## config.mk

```make
export PLATFORM = sky130hd
export DESIGN_NAME = spi_master_mc
export DESIGN_NICKNAME = d
export VERILOG_FILES = /design/src/rtl/spi_master_mc.sv
export SDC_FILE = /design/constraint.sdc
export NUM_CORES = 1
export LEC_CHECK = 0
export CORE_UTILIZATION = 35
export CTS_BUF_LIST = sky130_fd_sc_hd__clkbuf_8 sky130_fd_sc_hd__clkbuf_16
export CTS_CLUSTER_DIAMETER = 30
export CTS_CLUSTER_SIZE = 24
export DETAILED_ROUTE_END_ITERATION = 10
export PLACE_DENSITY_LB_ADDON = 0.2
export SLEW_MARGIN = 15
export SYNTH_ARGS = -nofsm -noshare
export SYNTH_HDL_FRONTEND = slang
export SYNTH_SLANG_ARGS = --single-unit
export TNS_END_PERCENT = 50
```

## constraint.sdc

```tcl
create_clock -name clk_clk -period 4.05 [get_ports clk_clk]
set_input_delay 0.81 -clock clk_clk [delete_from_list [all_inputs] [get_ports clk_clk]]
set_output_delay 0.81 -clock clk_clk [all_outputs]
set_load 0.02 [all_outputs]
```

## src/rtl/spi_master_mc.sv

```systemverilog
// spi_master_mc: configurable multi-channel SPI master.
// One command/response handshake drives any of NUM_SS slave selects. Each
// command carries its own word length, clock divider, CPOL/CPHA mode and an
// SS-hold flag so that several words can be sent as one chip-select burst.
//
// state  | meaning
// -------+----------------------------------------------------------------
// IDLE   | cmd_ready high, waiting for a command (SS may still be held)
// SWITCH | all selects released for H cycles, SCLK parked at the new CPOL
// SETUP  | select asserted, SCLK at CPOL, first MOSI bit on the wire
// SHIFT  | 2*(len+1) SCLK edges, one every H cycles
// HOLD   | SCLK back at CPOL for H cycles after the last edge
// GAP    | select released, minimum SS-high time before the next command
module spi_master_mc #(
  parameter int DATA_W = 32,
  parameter int NUM_SS = 3,
  parameter int DIV_W  = 8,
  localparam int LEN_W = $clog2(DATA_W),
  localparam int SS_W  = $clog2(NUM_SS)
) (
  input  logic              clk_clk,
  input  logic              reset_reset,
  input  logic              cmd_valid,
  output logic              cmd_ready,
  input  logic [DATA_W-1:0] cmd_data,
  input  logic [LEN_W-1:0]  cmd_len,
  input  logic [SS_W-1:0]   cmd_ss,
  input  logic              cmd_cpol,
  input  logic              cmd_cpha,
  input  logic [DIV_W-1:0]  cmd_div,
  input  logic              cmd_hold,
  output logic              rsp_valid,
  output logic [DATA_W-1:0] rsp_data,
  output logic              rsp_err,
  output logic              busy,
  output logic              spi_SCLK,
  output logic              spi_MOSI,
  input  logic              spi_MISO,
  output logic [NUM_SS-1:0] spi_SS_n
);

  localparam logic [2:0] ST_IDLE   = 3'd0;
  localparam logic [2:0] ST_SWITCH = 3'd1;
  localparam logic [2:0] ST_SETUP  = 3'd2;
  localparam logic [2:0] ST_SHIFT  = 3'd3;
  localparam logic [2:0] ST_HOLD   = 3'd4;
  localparam logic [2:0] ST_GAP    = 3'd5;

  localparam logic [SS_W:0] NUM_SS_L = (SS_W+1)'(NUM_SS);

  logic [2:0]        state;
  logic [DIV_W-1:0]  tmr;
  logic [DIV_W-1:0]  div_q;
  logic [LEN_W-1:0]  len_q;
  logic [SS_W-1:0]   ss_q;
  logic              cpol_q;
  logic              cpha_q;
  logic              hold_q;
  logic [DATA_W-1:0] tx_sr;
  logic [DATA_W-1:0] rx_sr;
  logic [LEN_W:0]    edge_left;
  logic              held_q;
  logic [SS_W-1:0]   held_ss;
  logic              held_cpol;

  logic [DATA_W-1:0] tx_nxt;
  logic              lead;
  logic              last_edge;
  logic              do_sample;
  logic              do_change;
  logic              ss_bad;
  logic              need_switch;

  // Active-low one-cold decode; an out-of-range index selects nobody.
  function automatic logic [NUM_SS-1:0] ss_decode(input logic [SS_W-1:0] idx);
    ss_decode = '1;
    for (int i = 0; i < NUM_SS; i++)
      if (idx == SS_W'(i)) ss_decode[i] = 1'b0;
  endfunction

  // Edge classification: a leading edge moves SCLK away from its idle level.
  always_comb begin
    tx_nxt      = tx_sr << 1;
    lead        = (spi_SCLK == cpol_q);
    last_edge   = (state == ST_SHIFT) && (edge_left == (LEN_W+1)'(1));
    do_sample   = cpha_q ? !lead : lead;
    do_change   = cpha_q ? lead : (!lead && !last_edge);
    ss_bad      = ({1'b0, ss_q} >= NUM_SS_L);
    need_switch = held_q && ((cmd_ss != held_ss) || (cmd_cpol != held_cpol));
  end

  // Sequencer, shift registers and registered SPI/handshake outputs.
  always_ff @(posedge clk_clk) begin
    if (reset_reset) begin
      state     <= ST_IDLE;
      tmr       <= '0;
      div_q     <= '0;
      len_q     <= '0;
      ss_q      <= '0;
      cpol_q    <= 1'b0;
      cpha_q    <= 1'b0;
      hold_q    <= 1'b0;
      tx_sr     <= '0;
      rx_sr     <= '0;
      edge_left <= '0;
      held_q    <= 1'b0;
      held_ss   <= '0;
      held_cpol <= 1'b0;
      cmd_ready <= 1'b1;
      busy      <= 1'b0;
      rsp_valid <= 1'b0;
      rsp_data  <= '0;
      rsp_err   <= 1'b0;
      spi_SCLK  <= 1'b0;
      spi_MOSI  <= 1'b0;
      spi_SS_n  <= '1;
    end else begin
      rsp_valid <= 1'b0;
      case (state)
        ST_IDLE: begin
          if (cmd_valid) begin
            div_q     <= cmd_div;
            len_q     <= cmd_len;
            ss_q      <= cmd_ss;
            cpol_q    <= cmd_cpol;
            cpha_q    <= cmd_cpha;
            hold_q    <= cmd_hold;
            tx_sr     <= cmd_data;
            rx_sr     <= '0;
            tmr       <= cmd_div;
            cmd_ready <= 1'b0;
            busy      <= 1'b1;
            spi_SCLK  <= cmd_cpol;
            if (need_switch) begin
              state    <= ST_SWITCH;
              spi_SS_n <= '1;
            end else begin
              state    <= ST_SETUP;
              spi_SS_n <= ss_decode(cmd_ss);
              spi_MOSI <= cmd_data[cmd_len];
            end
          end
        end
        ST_SWITCH: begin
          if (tmr != '0) begin
            tmr <= tmr - 1'b1;
          end else begin
            state    <= ST_SETUP;
            tmr      <= div_q;
            spi_SS_n <= ss_decode(ss_q);
            spi_MOSI <= tx_sr[len_q];
          end
        end
        ST_SETUP, ST_SHIFT: begin
          if (tmr != '0) begin
            tmr <= tmr - 1'b1;
          end else begin
            tmr      <= div_q;
            spi_SCLK <= ~spi_SCLK;
            if (do_sample) rx_sr <= {rx_sr[DATA_W-2:0], spi_MISO};
            if (do_change) begin
              tx_sr    <= tx_nxt;
              // CPHA=1 re-drives the current bit on the first leading edge,
              // then advances; CPHA=0 advances to the next bit on trailing edges.
              spi_MOSI <= cpha_q ? tx_sr[len_q] : tx_nxt[len_q];
            end
            if (state == ST_SETUP) begin
              edge_left <= {len_q, 1'b1};
              state     <= ST_SHIFT;
            end else begin
              edge_left <= edge_left - 1'b1;
              if (last_edge) state <= ST_HOLD;
            end
          end
        end
        ST_HOLD: begin
          if (tmr != '0) begin
            tmr <= tmr - 1'b1;
          end else begin
            rsp_valid <= 1'b1;
            rsp_data  <= rx_sr;
            rsp_err   <= ss_bad;
            held_q    <= hold_q;
            held_ss   <= ss_q;
            held_cpol <= cpol_q;
            if (hold_q) begin
              state     <= ST_IDLE;
              cmd_ready <= 1'b1;
              busy      <= 1'b0;
            end else begin
              state    <= ST_GAP;
              tmr      <= div_q;
              spi_SS_n <= '1;
            end
          end
        end
        ST_GAP: begin
          if (tmr != '0) begin
            tmr <= tmr - 1'b1;
          end else begin
            state     <= ST_IDLE;
            cmd_ready <= 1'b1;
            busy      <= 1'b0;
          end
        end
        default: begin
          state     <= ST_IDLE;
          cmd_ready <= 1'b1;
          busy      <= 1'b0;
          spi_SS_n  <= '1;
        end
      endcase
    end
  end

endmodule

```

### After elaboration in Yosys (flattened, before gate mapping)

Cells that the tools add are included.

* register bits after elaboration: 144
* input port bits: 54
* logic and storage cells: 152

* add/sub/neg operators: 2
* order comparisons: 3
* eq/ne operators: 26
* multiplexer cells: 66
* bitwise operators: 5
* reductions and logical operators: 28

Operator list (number)
* 2-to-1 mux 32 bit: 6
* case mux 32 bit (2 select lines): 2
* 2-to-1 mux 8 bit: 5
* 2-to-1 mux 3 bit: 13
* case mux 8 bit (4 select lines): 1
* 2-to-1 mux 1 bit: 28
* inequality test 2 bit, second input constant: 11
* binary-select mux 1 bit (select 5 bit): 3
* case mux 3 bit (5 select lines): 1
* < comparator 5 x 6 -> 1 bit, second input constant: 2
* case mux 3 bit (4 select lines): 1
* AND reduction 4 bit: 3
* AND reduction 6 bit: 2
* AND reduction 5 bit: 2
* case mux 1 bit (4 select lines): 2
* nonzero test 8 bit: 1
* subtractor 8 x 1 -> 8 bit, second input constant: 1
* equality test 3 x 2 -> 1 bit, second input constant: 2
* equality test 3 bit, second input constant: 2
* equality test 6 x 1 -> 1 bit, second input constant: 1
* 2-to-1 mux 6 bit: 1
* inequality test 3 bit, second input constant: 2
* AND reduction 2 bit: 3
* OR reduction 3 bit: 2
* 22 further kinds: 33

### Depth between registers and ports, before layout

* depth in word-level cells: 8
* gate-level depth with buffers: 11
* mapped depth without buffers: 8

### Worst setup path after synthesis

OpenSTA, ideal clock, no wires.

* path kind: input to register
* start point: in cmd_len[0]
* end point: reg spi_MOSI
* library setup time: 132 ps
* arrival time: 2274 ps
* required time: 3918 ps
* setup slack: 1644 ps
* stages on the path: 7
* cells stage by stage: buf_2 -> mux4_2 -> nor2b_1 -> a211oi_1 -> a2111oi_0 -> nor4_1 -> a211oi_1

* longest elaborated chain between the ends: 5

RTL lines
* from (decl): RTL line 26 `input logic [LEN_W-1:0] cmd_len,`
* binary-select mux 1 bit (select 5 bit): RTL line 140 `spi_MOSI <= cmd_data[cmd_len];`
* 2-to-1 mux 1 bit (not written as such): RTL line 140
* 2-to-1 mux 1 bit: RTL line 134 `if (need_switch) begin`
* 2-to-1 mux 1 bit: RTL line 121 `if (cmd_valid) begin`
* case mux 1 bit (3 select lines): RTL line 119 `case (state)`
* to (signal assigned): RTL line 140
* to (signal assigned): RTL line 151 `spi_MOSI <= tx_sr[len_q];`
* to (signal assigned): RTL line 165 `spi_MOSI <= cpha_q ? tx_sr[len_q] : tx_nxt[len_q];`
* to (decl): RTL line 37 `output logic spi_MOSI,`

Every way passes these cells. The select of a mux whose other input is x is not followed.
A chain may end at the register's enable or synchronous reset.

### Worst setup path after layout

* start point: reg tmr[0]
* end point: reg tx_sr[12]

* longest elaborated chain between the ends: 3

RTL lines
* from (decl): RTL line 52 `logic [DIV_W-1:0] tmr;`
* from (signal assigned): RTL line 130 `tmr <= cmd_div;`
* from (signal assigned): RTL line 146 `tmr <= tmr - 1'b1;`
* from (signal assigned): RTL line 149 `tmr <= div_q;`
* nonzero test 8 bit: RTL line 155 `if (tmr != '0) begin`
* inequality test 2 bit (no line)
* AND reduction 4 bit (no line)
* to (signal assigned): RTL line 128 `tx_sr <= cmd_data;`
* to (signal assigned): RTL line 162 `tx_sr <= tx_nxt;`
* to (decl): RTL line 59 `logic [DATA_W-1:0] tx_sr;`

Every way passes these cells.

==> reports/results.ini <==
[status]
status = completed

[clocking]
cts_tree = built
insertion_delay_ns = 0.43
cts_buffers = 17
numClockSinks = 144
clock_path_buffers = 2
ctsResizeCount = 0
cts_root_buf = clkbuf_16
ctsHoldBuffers = 0
cts_setup_buffers = 0
clk_pin_slew_ns = 0.06
htreeDepth = 4

[worst_setup_path]
critPathCaptureType = register
crit_path_max_fanout = 64
reg2reg_slack_ns = 1.18
cpMaxStageDelayCell = or4b_1
rr_startpoint = tmr[0]
worst_r2r_path_depth = 9
path_cells = inv_1, ha_1, or4b_1, nor2_4, nand2_1, a2bb2oi_4, buf_4, nor2_1, a311oi_1
crit_type = reg2reg
worst_ep_required_time_ns = 4.38
start_kind = register
cp.arrival_ns = 3.21
rr_endpoint = tx_sr[12]
cpPeakStageDelay_ns = 0.65

[die]
core-area_um2 = 19500
start_util_pct = 35.8
die_x_um = 143
die_h_um = 143
dieArea_um2 = 20500
rows = 51
pin_count = 95

[min_path]
hold_path_depth = 2
holdPathEnd = div_q[1]
min_from = div_q[1]
hold_path_class = reg2reg

[power_and_ir_drop]
p_int_mw = 2.89
combPwrFrac_pct = 25.9
leakagePower_nw = 2.94
switchingPower_mw = 1.51
max-vdd-ir-drop_v = 0.000366
pwr_density_cell_nw_per_um2 = 509
p_seq_share_pct = 39.0
switching_share_pct = 34.4
p_clk_share_pct = 35.1
total_power_mw = 4.40

[drt]
via_per_inst = 5.26
drt_wl_total_um = 18400
drtIter0Drc = 375
postRouteAntennaNets = 0
wire_per_inst_um = 15.3
remaining_drc_errors = 0
dr.pass1.iters = 5
vias = 6324

[cells_and_area]
diodes = 0
area_delta_synth_final_pct = 24.2
final_core_util_pct = 44.5
drive_above_1_share_pct = 7.79
nets = 981

[global_route]
grt.total_usage_pct = 19.0
grt_pass1_vias = 5914
grt_pass1_wl_um = 30500
antenna_found_initial = 0
grt-ovfl-total = 0
grt_max_degree = 73

[sta]
final.setup.tns_ns = 0
slew_headroom_pct = 46.9
finalHoldViolCount = 0
worst_slew_pin_slew_ns = 0.790
finClkSkew_ns = 0.00960
holdWs_ns = 0.451
rsz0062_at_grt = no
finalCriticalPeriod_ns = 2.87
timing.final.crit_share_pct = 70.9
slew_violations = 0
finalSetupViolCount = 0
fmax_mhz = 348

[logic_synthesis]
synth_compound_area_share_pct = 19.7
synth_adder_area_share_pct = 0.539
netlist_instances = 865
synth_top_family_by_area = simple AND/OR/NAND/NOR gates
synth_edf_count = 0
ys.flop_type = dfxtp_1
synthesis.nets = 922
synth_warnings = 0
yosysUniqueCellTypes = 55
synthSimpleGateAreaFrac_pct = 22.3
ys_ff_latch = 144
synthArstFlopShare_pct = 0
synth_area_per_cell_um2 = 8.06
synth_xor_area_share_pct = 1.26
yosysSeqAreaShare_pct = 41.4
syn-cell-area_um2 = 6970
synth_mux_area_share_pct = 9.89

[flow_run]
maxCapViolCount = 0

[place]
io_buffer_count = 94
dp_hpwl_um = 12100
place_congestion = 0.825

==> synthesized netlist by cell type, types with 2 or more instances <==
cell type / count / share of area [%]
a311oi_1: 35 / 4.4
a21o_1: 3 / 0.32
inv_1: 10 / 0.54
mux2_2: 2 / 0.32
a31oi_1: 3 / 0.27
nor3b_1: 3 / 0.32
a21oi_1: 109 / 7.8
o21ai_0: 19 / 1.4
and3_1: 6 / 0.54
nor3_1: 4 / 0.29
xor2_1: 5 / 0.63
buf_4: 5 / 0.54
mux4_2: 14 / 4.5
nand3_1: 42 / 3.0
nor2b_1: 4 / 0.36
buf_2: 11 / 0.79
nand2_1: 224 / 12
clkbuf_1: 49 / 2.6
mux4_1: 5 / 1.9
a2111oi_0: 3 / 0.38
nand2b_1: 7 / 0.63
a22oi_1: 4 / 0.43
o211ai_1: 2 / 0.22
xnor2_1: 5 / 0.63
ha_1: 3 / 0.54
dfxtp_1: 144 / 41
o31ai_1: 5 / 0.54
buf_1: 6 / 0.32
or3_1: 3 / 0.27
a211oi_1: 5 / 0.54
mux2i_1: 22 / 3.2
or4b_1: 2 / 0.29
o21bai_1: 3 / 0.32
nor2_1: 66 / 3.6
o31a_1: 4 / 0.50
nor4b_1: 2 / 0.25
nor4_1: 5 / 0.45
a221oi_1: 4 / 0.50
==> power by group through the flow <==
| stage | Combinational (mW) | Sequential [mW] | Clock [mW] |
|---|---|---|---|
| floorplan | 0.864 | 1.70 | 0 |
| global placement | 1.13 | 1.75 | 0 |
| detailed placement | 1.14 | 1.75 | 0 |
| CTS | 1.14 | 1.72 | 1.58 |
| global route | 1.27 | 1.74 | 1.64 |
| finish | 1.14 | 1.72 | 1.55 |
==> kinds of logic after synthesis <==
logic type,after synthesis
AND/OR/NAND/NOR,370
AO/OA/AOI/OAI,213
flip-flops,144
buffers and inverters,82
multiplexers,43
XOR/XNOR,10
adder cells (fa/ha/maj),3
==> critical path, delay by kind of cell, from the launching register on <==
kind / cells / cell delay (ns)
AND/OR/NAND/NOR: 4 / 1.12
buffers and inverters: 2 / 0.63
AO/OA/AOI/OAI: 2 / 0.47
flip-flops: 1 / 0.32
adder cells (fa/ha/maj): 1 / 0.21
==> flip-flops by register name, summed over array words and instances, names as in the netlist <==
| signal | cells |
|---|---|
| held_ss | 2 |
| len_q | 5 |
| busy | 1 |
| tx_sr | 32 |
| held_q | 1 |
| cpol_q | 1 |
| rsp_valid | 1 |
| ss_q | 2 |
| edge_left | 6 |
| held_cpol | 1 |
| cpha_q | 1 |
| spi_SCLK | 1 |
| spi_MOSI | 1 |
| tmr | 8 |
| rsp_data | 32 |
| state | 3 |
| rsp_err | 1 |
| spi_SS_n | 3 |
| div_q | 8 |
| hold_q | 1 |
| cmd_ready | 1 |
| rx_sr | 32 |
==> through the flow <==
step	cells	worst slack, ns	area (um2)
finish	1202	1.18	8660
global route	1202	0.895	8660
CTS	1202	1.20	8660
detailed placement	1170	0.838	8080
global placement	1170	0.891	8080
floorplan	865	1.64	6970
==> layout make-up <==
type / instances / area (um2)
clock buffers: 17 / 425
fillers: 1949 / 10800
repair buffers: 112 / 1090
well taps: 265 / 332
inverters: 10 / 37.5
multi-input cells: 639 / 3750
clock inverters: 15 / 149
flip-flops and latches: 144 / 2880
==> worst max path at each step <==
| stage | startpoint | end | cells past startpoint |
|---|---|---|---|
| after floorplan | cmd_len[0] | spi_MOSI | 7 |
| after global placement | cmd_len[0] | spi_MOSI | 7 |
| after detailed placement | cmd_len[0] | spi_MOSI | 7 |
| after CTS | tmr[0] | tx_sr[12] | 9 |
| after global routing | state[1] | tx_sr[17] | 8 |
| final | tmr[0] | tx_sr[12] | 9 |
==> cell usage in the layout (no fill, tap or decap), types with 6 or more instances in the layout <==
cell type / count
a21oi_1: 109
buf_4: 18
a311oi_1: 35
inv_6: 6
nand2b_1: 7
dfxtp_1: 144
nand2_1: 224
nand3_1: 42
nor2_1: 65
o21ai_0: 19
mux2i_1: 22
and3_1: 6
inv_1: 10
mux4_2: 14
clkbuf_16: 17
clkdlybuf4s50_1: 93
==> metal layers <==
layer,vias up,share of wire [%],global-route usage (%)
li1,3170,-,-
met1,2982,48,25.5
met3,21,4.6,3.72
met4,0,1.4,7.07
met2,151,46,30.1
met5,-,0,0
Note: power is estimated with default switching activity, not from simulation.
